==> config.mk <==
export PLATFORM = sky130hd
export DESIGN_NAME = sseg_decoder
export DESIGN_NICKNAME = d
export VERILOG_FILES = /design/src/rtl/sseg_pkg.sv /design/src/rtl/sseg_digit_lut.sv /design/src/rtl/sseg_decoder.sv
export SDC_FILE = /design/constraint.sdc
export NUM_CORES = 1
export LEC_CHECK = 0
export ABC_CLOCK_PERIOD_IN_PS = 14160
export CAP_MARGIN = 20
export CORE_MARGIN = 5
export CORE_UTILIZATION = 50
export CTS_CLUSTER_SIZE = 16
export DETAILED_ROUTE_END_ITERATION = 12
export GPL_ROUTABILITY_DRIVEN = 0
export PLACE_DENSITY = 0.7
export SLEW_MARGIN = 20
export SYNTH_ARGS = -nofsm -noshare
export SYNTH_HDL_FRONTEND = slang
export SYNTH_SLANG_ARGS = --single-unit
==> constraint.sdc <==
create_clock -name clk -period 14.16 [get_ports clk]
set_input_delay 4.248 -clock clk [delete_from_list [all_inputs] [get_ports clk]]
set_output_delay 4.248 -clock clk [all_outputs]
set_load 0.01 [all_outputs]
==> src/rtl/sseg_pkg.sv <==
// sseg_pkg: shared constants and types for the seven-segment scan decoder.
// Segment patterns are active-low {g,f,e,d,c,b,a}. Blank-digit decoding is
// controlled by the SSEG_BLANK_EN macro inside sseg_digit_lut.
package sseg_pkg;

  localparam int NUM_DIGITS = 4;

  localparam logic [6:0] SEG_0     = 7'h40;
  localparam logic [6:0] SEG_1     = 7'h79;
  localparam logic [6:0] SEG_2     = 7'h24;
  localparam logic [6:0] SEG_3     = 7'h30;
  localparam logic [6:0] SEG_4     = 7'h19;
  localparam logic [6:0] SEG_5     = 7'h12;
  localparam logic [6:0] SEG_6     = 7'h02;
  localparam logic [6:0] SEG_7     = 7'h78;
  localparam logic [6:0] SEG_8     = 7'h00;
  localparam logic [6:0] SEG_9     = 7'h10;
  localparam logic [6:0] SEG_BLANK = 7'h7F;

  // Decimal weights for the reassembly; sum of four digits fits in 14 bits
  localparam logic [13:0] W_THOU   = 14'd1000;
  localparam logic [13:0] W_HUND   = 14'd100;
  localparam logic [13:0] W_TEN    = 14'd10;
  localparam logic [13:0] W_ONE    = 14'd1;
  localparam logic [13:0] DATA_MAX = 14'd8191;

  typedef enum logic [1:0] {
    SYNC,
    CAPT,
    CONVERT
  } state_t;

  // One scan-line sample: anode select plus segment pattern (dp dropped)
  typedef struct packed {
    logic [3:0] an;
    logic [6:0] seg;
  } sample_t;

endpackage

==> src/rtl/sseg_digit_lut.sv <==
// sseg_digit_lut: 7-bit active-low segment pattern -> {legal, bcd}.
// SSEG_BLANK_EN: when defined, the all-off pattern decodes as digit 0 so
// leading-blank displays reassemble correctly; otherwise it is illegal.
module sseg_digit_lut
  import sseg_pkg::*;
(
  input  logic [6:0] pat,
  output logic       legal,
  output logic [3:0] bcd
);

  // Pattern lookup; anything not in the table is flagged illegal
  always_comb begin
    legal = 1'b1;
    bcd   = 4'd0;
    case (pat)
      SEG_0: bcd = 4'd0;
      SEG_1: bcd = 4'd1;
      SEG_2: bcd = 4'd2;
      SEG_3: bcd = 4'd3;
      SEG_4: bcd = 4'd4;
      SEG_5: bcd = 4'd5;
      SEG_6: bcd = 4'd6;
      SEG_7: bcd = 4'd7;
      SEG_8: bcd = 4'd8;
      SEG_9: bcd = 4'd9;
`ifdef SSEG_BLANK_EN
      SEG_BLANK: bcd = 4'd0;
`else
`endif
      default: legal = 1'b0;
    endcase
  end

endmodule

==> src/rtl/sseg_decoder.sv <==
// sseg_decoder: samples multiplexed sseg/an scan lines, qualifies each digit
// for stability, decodes four digits and reassembles the binary value.
// Optional blank-digit decoding via SSEG_BLANK_EN (see sseg_digit_lut).
module sseg_decoder
  import sseg_pkg::*;
#(
  parameter int STABLE_CYCLES = 4
) (
  input  logic        clk,
  input  logic        reset_n,
  input  logic [7:0]  sseg,
  input  logic [3:0]  an,
  output logic [12:0] data,
  output logic        valid,
  output logic        err
);

  localparam int         IDX_W   = $clog2(NUM_DIGITS);
  localparam logic [7:0] CNT_MAX = 8'(STABLE_CYCLES - 1);
  localparam logic [7:0] CNT_ACC = 8'(STABLE_CYCLES - 2);

  sample_t                        pin_smp, smp;
  logic [3:0]                     s_an;
  logic [6:0]                     s_sseg;
  logic [7:0]                     cnt;
  logic                           match, accept;
  logic                           an_blank, an_onehot, an_bad;
  logic [IDX_W-1:0]               an_idx;
  logic                           pat_legal;
  logic [3:0]                     pat_bcd;
  logic                           cap, cap_legal, cap_illegal, cap_an_err;
  logic [NUM_DIGITS-1:0]          mask, mask_nxt;
  logic [NUM_DIGITS-1:0][3:0]     digit;
  logic [13:0]                    sum;
  logic                           valid_nxt, err_nxt;
  state_t                         state, state_nxt;
  logic                           unused_dp;

  assign unused_dp = sseg[7];
  assign pin_smp   = '{an: an, seg: sseg[6:0]};
  assign s_an      = smp.an;
  assign s_sseg    = smp.seg;

  // The sample entering the register is compared with the one already held,
  // so the Nth identical sample is recognised on the edge that registers it.
  assign match  = (pin_smp == smp);
  assign accept = match && (cnt == CNT_ACC);

  // Input register and saturating stability counter
  always_ff @(posedge clk or negedge reset_n) begin
    if (!reset_n) begin
      smp <= '{an: 4'hF, seg: SEG_BLANK};
      cnt <= '0;
    end else begin
      smp <= pin_smp;
      if (!match)              cnt <= '0;
      else if (cnt != CNT_MAX) cnt <= cnt + 8'd1;
    end
  end

  // Anode classification and digit index of the active-low select
  assign an_blank  = &s_an;
  assign an_onehot = $onehot(~s_an);
  assign an_bad    = !an_blank && !an_onehot;

  // Index of the low anode bit (meaningful only when one-hot-low)
  always_comb begin
    an_idx = '0;
    for (int i = 0; i < NUM_DIGITS; i++)
      if (!s_an[i]) an_idx = IDX_W'(i);
  end

  sseg_digit_lut u_lut (
    .pat   (s_sseg),
    .legal (pat_legal),
    .bcd   (pat_bcd)
  );

  // Acceptances are acted on in SYNC as well as CAPT so a digit accepted in
  // the cycle after CONVERT is not lost.
  assign cap         = accept && (state != CONVERT);
  assign cap_an_err  = cap && an_bad;
  assign cap_legal   = cap && an_onehot && pat_legal;
  assign cap_illegal = cap && an_onehot && !pat_legal;

  // Mask update: SYNC clears first, then this cycle's capture is applied
  always_comb begin
    mask_nxt = (state == SYNC) ? '0 : mask;
    if (cap_an_err)       mask_nxt = '0;
    else if (cap_legal)   mask_nxt[an_idx] = 1'b1;
    else if (cap_illegal) mask_nxt[an_idx] = 1'b0;
  end

  // Decimal reassembly of the stored digits
  always_comb begin
    sum = {10'd0, digit[3]} * W_THOU + {10'd0, digit[2]} * W_HUND
        + {10'd0, digit[1]} * W_TEN  + {10'd0, digit[0]} * W_ONE;
  end

  // FSM state register
  always_ff @(posedge clk or negedge reset_n) begin
    if (!reset_n) state <= SYNC;
    else          state <= state_nxt;
  end

  // FSM next-state logic
  always_comb begin
    state_nxt = state;
    case (state)
      SYNC:    state_nxt = CAPT;
      CAPT: begin
        if (cap_an_err)            state_nxt = SYNC;
        else if (mask_nxt == '1)   state_nxt = CONVERT;
      end
      CONVERT: state_nxt = SYNC;
      default: state_nxt = SYNC;
    endcase
  end

  // FSM outputs: pulse requests registered below
  always_comb begin
    valid_nxt = 1'b0;
    err_nxt   = 1'b0;
    case (state)
      CONVERT: begin
        if (sum <= DATA_MAX) valid_nxt = 1'b1;
        else                 err_nxt   = 1'b1;
      end
      default: err_nxt = cap_an_err || cap_illegal;
    endcase
  end

  // Capture mask, digit storage and output registers
  always_ff @(posedge clk or negedge reset_n) begin
    if (!reset_n) begin
      mask  <= '0;
      digit <= '0;
      data  <= '0;
      valid <= 1'b0;
      err   <= 1'b0;
    end else begin
      mask  <= mask_nxt;
      if (cap_legal) digit[an_idx] <= pat_bcd;
      if (valid_nxt) data <= sum[12:0];
      valid <= valid_nxt;
      err   <= err_nxt;
    end
  end

endmodule
==> results of run 1 <==
==> through the flow <==
stage               setup WS (ns)  instance area, um2  hold WS, ns    util
floorplan                   8.190                4368       0.4750       -
global placement            7.356                4697       0.4894  0.5439
detailed placement          7.259                4697       0.4963  0.5439
CTS                         7.591                4783       0.5180  0.5539
global route                7.377                4783       0.5357  0.5539
finish                      7.579                4783       0.5126  0.5539
==> per-layer routing <==
layer	GRT usage	vias up	wire (um)
met1	0.2343	1465	3833
met4	0.03984	0	95
met5	0	-	0
met2	0.2520	50	3721
met3	0.02213	9	246
li1	-	1466	-
==> final timing paths <==
kind,end,slack [ns]
hold reg to reg,data[12]$_DFFE_PN0P_,0.51
setup reg to reg,data[8]$_DFFE_PN0P_,8.44
min in group asynchronous,valid$_DFF_PN0_,4.05
setup / recovery,state[1]$_DFFE_PN0P_,7.58
max in group asynchronous,digit[10]$_DFFE_PN0P_,9.63
hold / removal,data[12]$_DFFE_PN0P_,0.51
==> synthesized netlist by cell type (2+ instances only) <==
library cell / instances
nand3_1: 7
fa_1: 18
buf_6: 6
nor3b_1: 3
and4_1: 2
a21oi_1: 17
nand2_1: 12
nand4b_1: 3
nor2_1: 24
and3_1: 4
o21a_1: 4
nor2b_1: 6
nor3_1: 3
mux2_4: 3
xnor2_1: 23
xor2_1: 8
nand4_1: 6
nand2b_1: 2
dfrtp_1: 45
o221ai_1: 3
o211ai_1: 3
a211oi_1: 6
xnor2_2: 4
a21o_1: 5
ha_1: 56
dfstp_2: 11
mux2_2: 24
mux2i_1: 3
inv_1: 40
o21ai_0: 20
or3_1: 2
==> power breakdown <==
| part | switching, uW | internal, uW | total, uW |
|---|---|---|---|
| registers | 3.73 | 163 | 167 |
| logic | 10.4 | 9.68 | 20.0 |
| clock network | 53.1 | 35.4 | 88.6 |
==> area by class of cell <==
type                            instances  area, um2  area share
Inverter                               41      153.9     0.03217
Clock buffer                            6      72.57     0.01517
Timing Repair Buffer                   28      272.8     0.05702
Tap cell                              108      135.1     0.02825
Sequential cell                        56       1415      0.2958
Multi-Input combinational cell        297       2720      0.5687
Clock inverter                          2      13.76    0.002877
==> state kept, by name, indices dropped and copies added, names as in the netlist <==
name and cells:
cnt 8, data 13, valid 1, err 1, mask 4, digit 16, state 2, s_sseg 7
s_an 4
==> worst max-delay path: cells and delay by family <==
kind	cells	cell delay, ns
xor+xnor	1	0.15
buf+inv	1	0.52
simple gates	5	1.86
==> logic make-up (layout without fill, tap and decap cells) <==
logic type,count (synthesis),in the layout,synth area share
buffers and inverters,49,77,0.05328
AOI/OAI and AO/OA,68,68,0.1005
and+or+nand+nor,89,89,0.1200
xor gates and xnor gates,35,35,0.07705
muxes,31,31,0.08221
adders and majority gates,74,74,0.2429
DFF,56,56,0.3240
==> flow_summary.toml, run 1 <==
[global_routing]
grt_pass1_vias = 2870
grt_max_degree = 57
antenna_found_initial = 0
overflow = 0
grt_pass1_wl_um = 13550
track_usage = 0.1603

[critical_path]
crit_chain = "clkdlybuf4s50_1 -> xnor2_1 -> nand4_1 -> or3_4 -> nor4_1 -> nor2_1 -> and4_1"
worstPathMaxFanout = 13
critical_path_class = "in2reg"
cp_slowest_cell = "nor4_1"
crit_required_ns = 14.37
worst_setup_path_start_kind = "primary input"
r2r_start = "digit[14]$_DFFE_PN0P_"
critPathLaunch = "sseg[1]"
crit_path_max_incr_delay_ns = 0.88
critical_path_arrival_ns = 6.79
rr_worst_depth = 19
crit_path_end_kind = "register"

[routing]
routed_wl_um = 7896
drc = 0
wire_per_inst_um = 14.68
via_per_inst = 5.558
ant_nets = 0
drtPass1Iterations = 4
drt_iter0_drc = 161
vias = 2990

[synth]
synthTopCellsByArea = "dfrtp_1 (26%), ha_1 (16%), fa_1 (8.2%)"
yosys.area.top_type = "dfrtp_1"
synth_top_area_share = 0.2578
yosys_warnings = 0
yosys_register_bits = 56
syn_area_um2 = 4368
synthCells = 402
async_reset_ff_frac = 1.000
synth_nets = 490
avgSynthCellArea_um2 = 10.87
synth.yosys.seq_area_share = 0.3240
synth_flop_cell = "dfrtp_1"
synth_edf_count = 0
ys_types = 60

[clock_network]
clk_path_buf_depth = 2
cts-resized-gates = 0
clk_transition_reported_paths_ns = 0.10
post-cts-setup-buffers = 0
ctsHoldBuffers = 0
clk_latency_ns = 0.31
cts-root-buf = "clkbuf_8"
clock_sink_count = 56
h-tree-depth = 2
cts_tree = "yes"
numCtsBuffers = 5

[floorplanning]
start_util = 0.5058
die_w_um = 103.5
rows = 34
num_io_pins = 29
core_um2 = 8636
dieHeight_um = 103.5
die_area_um2 = 10710

[final_layout]
num-nets-final = 517
nFillCells = 754
final_common_cell = "ha_1"
layout-drive-gt1-share = 0.1512
mostFrequentLayoutCells = "ha_1 (56), dfrtp_1 (45), inv_1 (40)"
instances_no_fill = 538
syn_to_final_growth_pct = 9.510
num_antenna_cells = 0

[placed_design]
place_inst = 530
port-buffer-count = 27
place_hpwl_um = 6270

[timing]
finalHoldViolCount = 0
maxSlewViolCount = 0
rsz0062_at_grt = "false"
post-route-period-util = 0.4647
final.min_clock_period_ns = 6.581
worst_slew_pin_slew_ns = 0.9942
finalSetupTns_ns = 0
finalSetupViolCount = 0
fin_skew_ns = 0.01052
fmax_mhz = 152.0
slew_headroom = 0.3311

[min_path]
worstHoldStart = "data[12]$_DFFE_PN0P_"
holdPathStages = 1
hp-class = "reg2reg"

[outcome]
outcome = "finished, final reports clean"

[flow_run]
drv_cap = 0

[power_and_ir_drop]
power-per-cell-area_nw_per_um2 = 57.54
p_leak_uw = 0.002306
power_uw = 275.2
ir_drop_mv = 0.06716
Power figures use the tool's default switching activity.
==> run 2: changes to the inputs <==
- ABC_CLOCK_PERIOD_IN_PS: 14160 -> 5300
- PLACE_DENSITY: 0.7 -> 0.73
- clock period: 14.16 -> 5.3 ns (I/O delays scaled with it)
==> run 2 against run 1 <==
  * Power grew to 2.7 times the previous value
  * Core utilization grew 0.91 points
  * Global-route usage grew 0.37 points
  * Register-to-register slack lost 8.2 ns
  * Design area grew 1.6%
  * Sequential share of layout area shrank 0.48 points
  * Critical path type is now reg2reg
  * Critical endpoint is now data[0]$_DFFE_PN0P_
==> flow_summary.toml, run 2 (synthesized netlist as in run 1, its figures left out) <==
[outcome]
outcome = "finished, final reports clean"

[final_layout]
num-nets-final = 525
num_antenna_cells = 0
largest_register_ffs = 16
mostFrequentLayoutCells = "ha_1 (55), dfrtp_1 (45), inv_1 (40)"
top_register = "digit"
reg_top3 = "digit (16), data (13), cnt (8)"
syn_to_final_growth_pct = 11.31
multi_input_area_um2 = 2739
ff_latch_area_um2 = 1415
nFillCells = 756
layout-drive-gt1-share = 0.1712
final_common_cell = "ha_1"
design_area_um2 = 4862

[clock_network]
cts-root-buf = "clkbuf_8"
clock_sink_count = 56
h-tree-depth = 2
numCtsBuffers = 5
cts_tree = "yes"
clk_path_buf_depth = 2
clk_transition_reported_paths_ns = 0.10
clk_latency_ns = 0.31

[global_routing]
grt_busiest_layer = "met2"
grtUsageMet2 = 0.2647
track_usage = 0.1640
grt_pass1_wl_um = 14040
grt_max_degree = 34
overflow = 0
grt_pass1_vias = 3025
use_met1 = 0.2283
grt_use_met3 = 0.02951
antenna_found_initial = 0

[power_and_ir_drop]
p_leak_uw = 0.002344
ir_drop_mv = 0.1168
power_uw = 738.2
power-per-cell-area_nw_per_um2 = 151.8

[floorplanning]
start_util = 0.5058
dieHeight_um = 103.5
core_um2 = 8636
num_io_pins = 29
rows = 34
die_area_um2 = 10710
die_w_um = 103.5

[placed_design]
place_hpwl_um = 6468
port-buffer-count = 27
placed_cell_area_um2 = 4750

[routing]
wire_per_inst_um = 14.79
vias = 3021
routed_wl_um = 8074
via_per_inst = 5.533
ant_nets = 0
drt_iter0_drc = 139
drc = 0
drtPass1Iterations = 6

[critical_path]
cp_slowest_cell = "fa_1"
crit_path_frequent_cell = "ha_1"
crit_path_max_incr_delay_ns = 0.57
critical_path_class = "reg2reg"
worst_setup_path_start_kind = "register"
rr_worst_depth = 20
crit_chain = "fa_1 -> inv_1 -> fa_1 -> inv_1 -> ha_4 -> nor2b_1 -> o21ai_1 -> nand2_1 -> xnor2_1 -> ha_1 -> ha_1 -> ha_1 -> buf_4 -> nand4_1 -> o211ai_1 -> o221ai_2 -> xnor2_1 -> mux2i_2 -> buf_4 -> mux2_2"
timing.rr.end = "data[0]$_DFFE_PN0P_"
critical_path_arrival_ns = 5.22
worstPathMaxFanout = 5
rrSetupSlack_ns = 0.28
crit_path_end_kind = "register"
r2r_start = "digit[13]$_DFFE_PN0P_"
crit_required_ns = 5.50

[min_path]
worst_hold_path.endpoint = "data[9]$_DFFE_PN0P_"
hp-class = "reg2reg"
worstHoldStart = "data[9]$_DFFE_PN0P_"
holdPathStages = 1

[timing]
rsz0062_at_grt = "false"
fin_skew_ns = 0.008503
fmax_mhz = 199.2
worst_slew_pin_slew_ns = 0.9653
slew_headroom = 0.3506
final.min_clock_period_ns = 5.019
finalSetupTns_ns = 0
finalSetupViolCount = 0
maxSlewViolCount = 0
post-route-period-util = 0.9471
finalHoldViolCount = 0

[flow_run]
drv_cap = 0
==> run 2: layout make-up <==
type	count	share of cell area
clock buffers	6	0.01493
clock inverters	2	0.002831
inverters	41	0.03165
multi-input cells	297	0.5633
flip-flops and latches	56	0.2910
well taps	108	0.02779
repair buffers	36	0.06845
==> run 2: worst max-delay path: cells and delay by family (launching register included) <==
family | cells | cell delay (ns)
adders and majority gates | 6 | 2.21
muxes | 2 | 0.68
buffers and inverters | 4 | 0.48
AOI/OAI and AO/OA | 3 | 0.45
DFF | 1 | 0.42
xor gates and xnor gates | 2 | 0.36
and+or+nand+nor | 3 | 0.33
==> run 2: per-layer routing <==
layer / wire [um] / part of all wire
met5: 0 / 0
met4: 95 / 0.012
met3: 221 / 0.027
met2: 3784 / 0.47
met1: 3973 / 0.49
==> run 2: timing repair <==
item / CTS / global route
setup endpoints to repair: 0 / 14
gates resized for setup: 0 / 5
hold buffers: 0 / 0
setup buffers: 0 / 1
==> run 2: stage by stage <==
| stage | std cells | setup slack (ns) | utilization | hold slack [ns] |
|---|---|---|---|---|
| 2_1_floorplan | 402 | 0.2519 | - | 0.4750 |
| 3_3_place_gp | 537 | 0.1183 | 0.5500 | 0.4894 |
| 3_5_place_dp | 537 | 0.06541 | 0.5500 | 0.4954 |
| 4_1_cts | 545 | 0.03511 | 0.5600 | 0.5177 |
| 5_1_grt | 546 | 0.07387 | 0.5630 | 0.5479 |
| 6_report | 546 | 0.2805 | 0.5630 | 0.5139 |
==> run 2: where the power goes <==
part	internal (uW)	switching, uW
sequential	435	10.2
clock	94.8	145
combinational	25.6	27.5
==> run 2: worst max path at each step <==
stage | end | slack [ns] | depth (start not counted) | from
after floorplan | data[10]$_DFFE_PN0P_ | 0.25 | 19 | digit[14]$_DFFE_PN0P_
after global placement | data[4]$_DFFE_PN0P_ | 0.12 | 19 | digit[13]$_DFFE_PN0P_
after detailed placement | data[0]$_DFFE_PN0P_ | 0.07 | 19 | digit[13]$_DFFE_PN0P_
after CTS | data[0]$_DFFE_PN0P_ | 0.04 | 19 | digit[13]$_DFFE_PN0P_
after global routing | data[0]$_DFFE_PN0P_ | 0.07 | 20 | digit[13]$_DFFE_PN0P_
final | data[0]$_DFFE_PN0P_ | 0.28 | 20 | digit[13]$_DFFE_PN0P_
==> RTL change, RTL diff (settings of run 2) <==
Change the package constant `NUM_DIGITS` from 4 to 8.
--- a/src/rtl/sseg_pkg.sv
+++ b/src/rtl/sseg_pkg.sv
@@ -3,7 +3,7 @@
 // controlled by the SSEG_BLANK_EN macro inside sseg_digit_lut.
 package sseg_pkg;
 
-  localparam int NUM_DIGITS = 4;
+  localparam int NUM_DIGITS = 8;
 
   localparam logic [6:0] SEG_0     = 7'h40;
   localparam logic [6:0] SEG_1     = 7'h79;
Behaviour: not the same (a bounded check fails within 10 cycles, from zero or initial values and one cycle with reset_n low).
==> RTL change against run 2 <==
Area after synthesis increased by 2.1%. Clock power rose by 69%. Sequential cell count rose by 4. Final area is 3.7% higher. Routed wire length is 1.9% lower. Worst setup slack improved by 160 ps. Via count did not move. Total power increased by 27%. Fmax up 3.2%. Largest cell class unchanged.
==> RTL change: results (changes against run 2) <==
* Status: completed
* Share of layout cells above drive strength 1 at 16.4% (-0.68 points)
* Synth warnings at 0 (unchanged)
* Commonest cells post-synth: 56 x ha_1, 49 x dfrtp_1, 39 x inv_1
* CTS resizes at 0 (unchanged)
* Hold_sp: mask[6]$_DFF_PN0_
* P_leak at 2.39 nW (+2.1%)
* Post-CTS Setup Inserts at 0 (unchanged)
* Total Routing Usage GR at 15.5% (-0.86 points)
* Fin nets at 533 (+1.5%)
* FFs w/ async S/R, synth at 100% (unchanged)
* Worst EP arrival at 5080 ps (-140 ps)
* Crit path max fanout at 14 (+9)
* Clk_skew at 7.89 ps (-0.611 ps)
* First-pass GRT wire length at 14000 um (about the same)
* Post-DP HPWL at 6210 um (-4.0%)
* Pre-antenna DRT Iters at 5 (-1)
* Hold Crit Depth at 1 (unchanged)
* Post-synthesis mux area share at 7.60% (-0.62 points)
* Synth Area in XOR/XNOR at 7.27% (-0.44 points)
* Syn_nets at 501 (+2.2%)
* Distinct cells, synth at 57 (-5.0%)
* TritonCTS Buffers at 9 (+4)
* Peak supply drop at 0.000211 V (+80%)
* Port buffer count at 27 (unchanged)
* Skew-Pair Late Insertion Delay at 340 ps (+30 ps)
* Largest net degree at the start of global routing at 61 (+79%)
* Initial DRC count at 113 (-19%)
* Adder-cell share of the synthesized area at 23.8% (-0.50 points)
* # fillers at 704 (-6.9%)
* Antenna violations before repair at 0 (unchanged)
* Dpl ws at 403 ps (+338 ps)
* Worst slew pin tran at 736 ps (-229 ps)
* ANT cells at 0 (unchanged)
* CTS Root Buffer Type: clkbuf_8
* H-tree Lvls at 3 (+1)
* Register-to-register setup slack at 440 ps (+160 ps)
* Top cells by area, synth: dfrtp_1 27%, ha_1 16%, fa_1 8.1%
* Netlist Area Pre-Place at 0.00446 sq mm (+2.1%)
* FF-to-FF End: data[5]$_DFFE_PN0P_
* Hold EP: mask[6]$_DFF_PN0_
* Largest regs: digit x16, data x13
* Post-synth EDFFs at 0 (unchanged)
* Worst R2R Start: digit[15]$_DFFE_PN0P_
* Compound-Gate Fraction of Synth Area at 8.22% (-1.8 points)
* Wire length per cell at 14.2 um (-4.0%)
* Synth Flop Type: dfrtp_1
* Clk pin slew, worst setup/hold paths at 70 ps (-30 ps)
* Seq/Total Area, Yosys at 34.0% (+1.6 points)
* Number of global-route vias before repair at 3059 (+1.1%)
[RTL change: worst max path at each step]
stage	start	endpoint	slack, ps	depth (start not counted)
after floorplan	digit[14]$_DFFE_PN0P_	data[10]$_DFFE_PN0P_	580	19
after global placement	digit[15]$_DFFE_PN0P_	data[0]$_DFFE_PN0P_	470	20
after detailed placement	digit[15]$_DFFE_PN0P_	data[12]$_DFFE_PN0P_	400	20
after CTS	digit[15]$_DFFE_PN0P_	data[6]$_DFFE_PN0P_	390	20
after global routing	digit[15]$_DFFE_PN0P_	data[5]$_DFFE_PN0P_	90	20
final	digit[15]$_DFFE_PN0P_	data[5]$_DFFE_PN0P_	440	20
[RTL change: area by class of cell]
type	count	share of cell area, %
multi-input cells	305	54.6
flip-flops and latches	60	30.1
repair buffers	30	5.96
inverters	39	2.90
clock buffers	12	2.88
well taps	108	2.68
clock inverters	4	0.968
[RTL change: per-stage QoR]
step | total power [mW] | utilization (%) | hold WS [ps] | std cells | area (sq um)
after global routing | 0.974 | 57.8 | 492 | 558 | 5040
after CTS | 0.949 | 57.8 | 484 | 558 | 5040
after global placement | 0.535 | 55.6 | 465 | 542 | 4850
after detailed placement | 0.538 | 55.6 | 468 | 542 | 4850
after floorplan | 0.512 | - | 445 | 413 | 4460
final | 0.935 | 57.8 | 480 | 558 | 5040
[RTL change: kinds of logic (layout without fill, tap and decap cells)]
family | after synthesis | count (layout)
muxes | 30 | 30
buffers and inverters | 48 | 85
adders and majority gates | 74 | 74
xor gates and xnor gates | 37 | 37
DFF | 60 | 60
AOI/OAI and AO/OA | 52 | 52
and+or+nand+nor | 112 | 112
[RTL change: metal layers]
metal	routed length (um)	part of all wire, %	global-route usage [%]	vias to the layer above
li1	-	-	-	1500
met1	3790	48	20.7	1475
met2	3810	48	25.2	39
met3	234	3.0	3.23	7
met4	80	1.0	4.90	0
met5	0	0	0	-
[RTL change: critical path, stage by stage (launching register included)]
cell and delay [ps]:
dfrtp_1 480, fa_1 580, inv_1 100, fa_1 510
inv_1 40, ha_1 340, nor2b_1 150, o21ai_1 150
nand2_1 80, xnor2_1 120, ha_1 200, ha_1 270
ha_1 360, and2_1 190, o21ai_0 140, o31ai_1 90
nor2_1 150, xor2_1 220, nand2_1 120, buf_12 170
mux2_2 270
[RTL change: power breakdown]
group | internal, mW | total [mW] | switching, mW
clock network | 0.229 | 0.406 | 0.176
logic | 0.0232 | 0.0511 | 0.0279
registers | 0.466 | 0.478 | 0.0114
total | 0.719 | 0.935 | 0.216
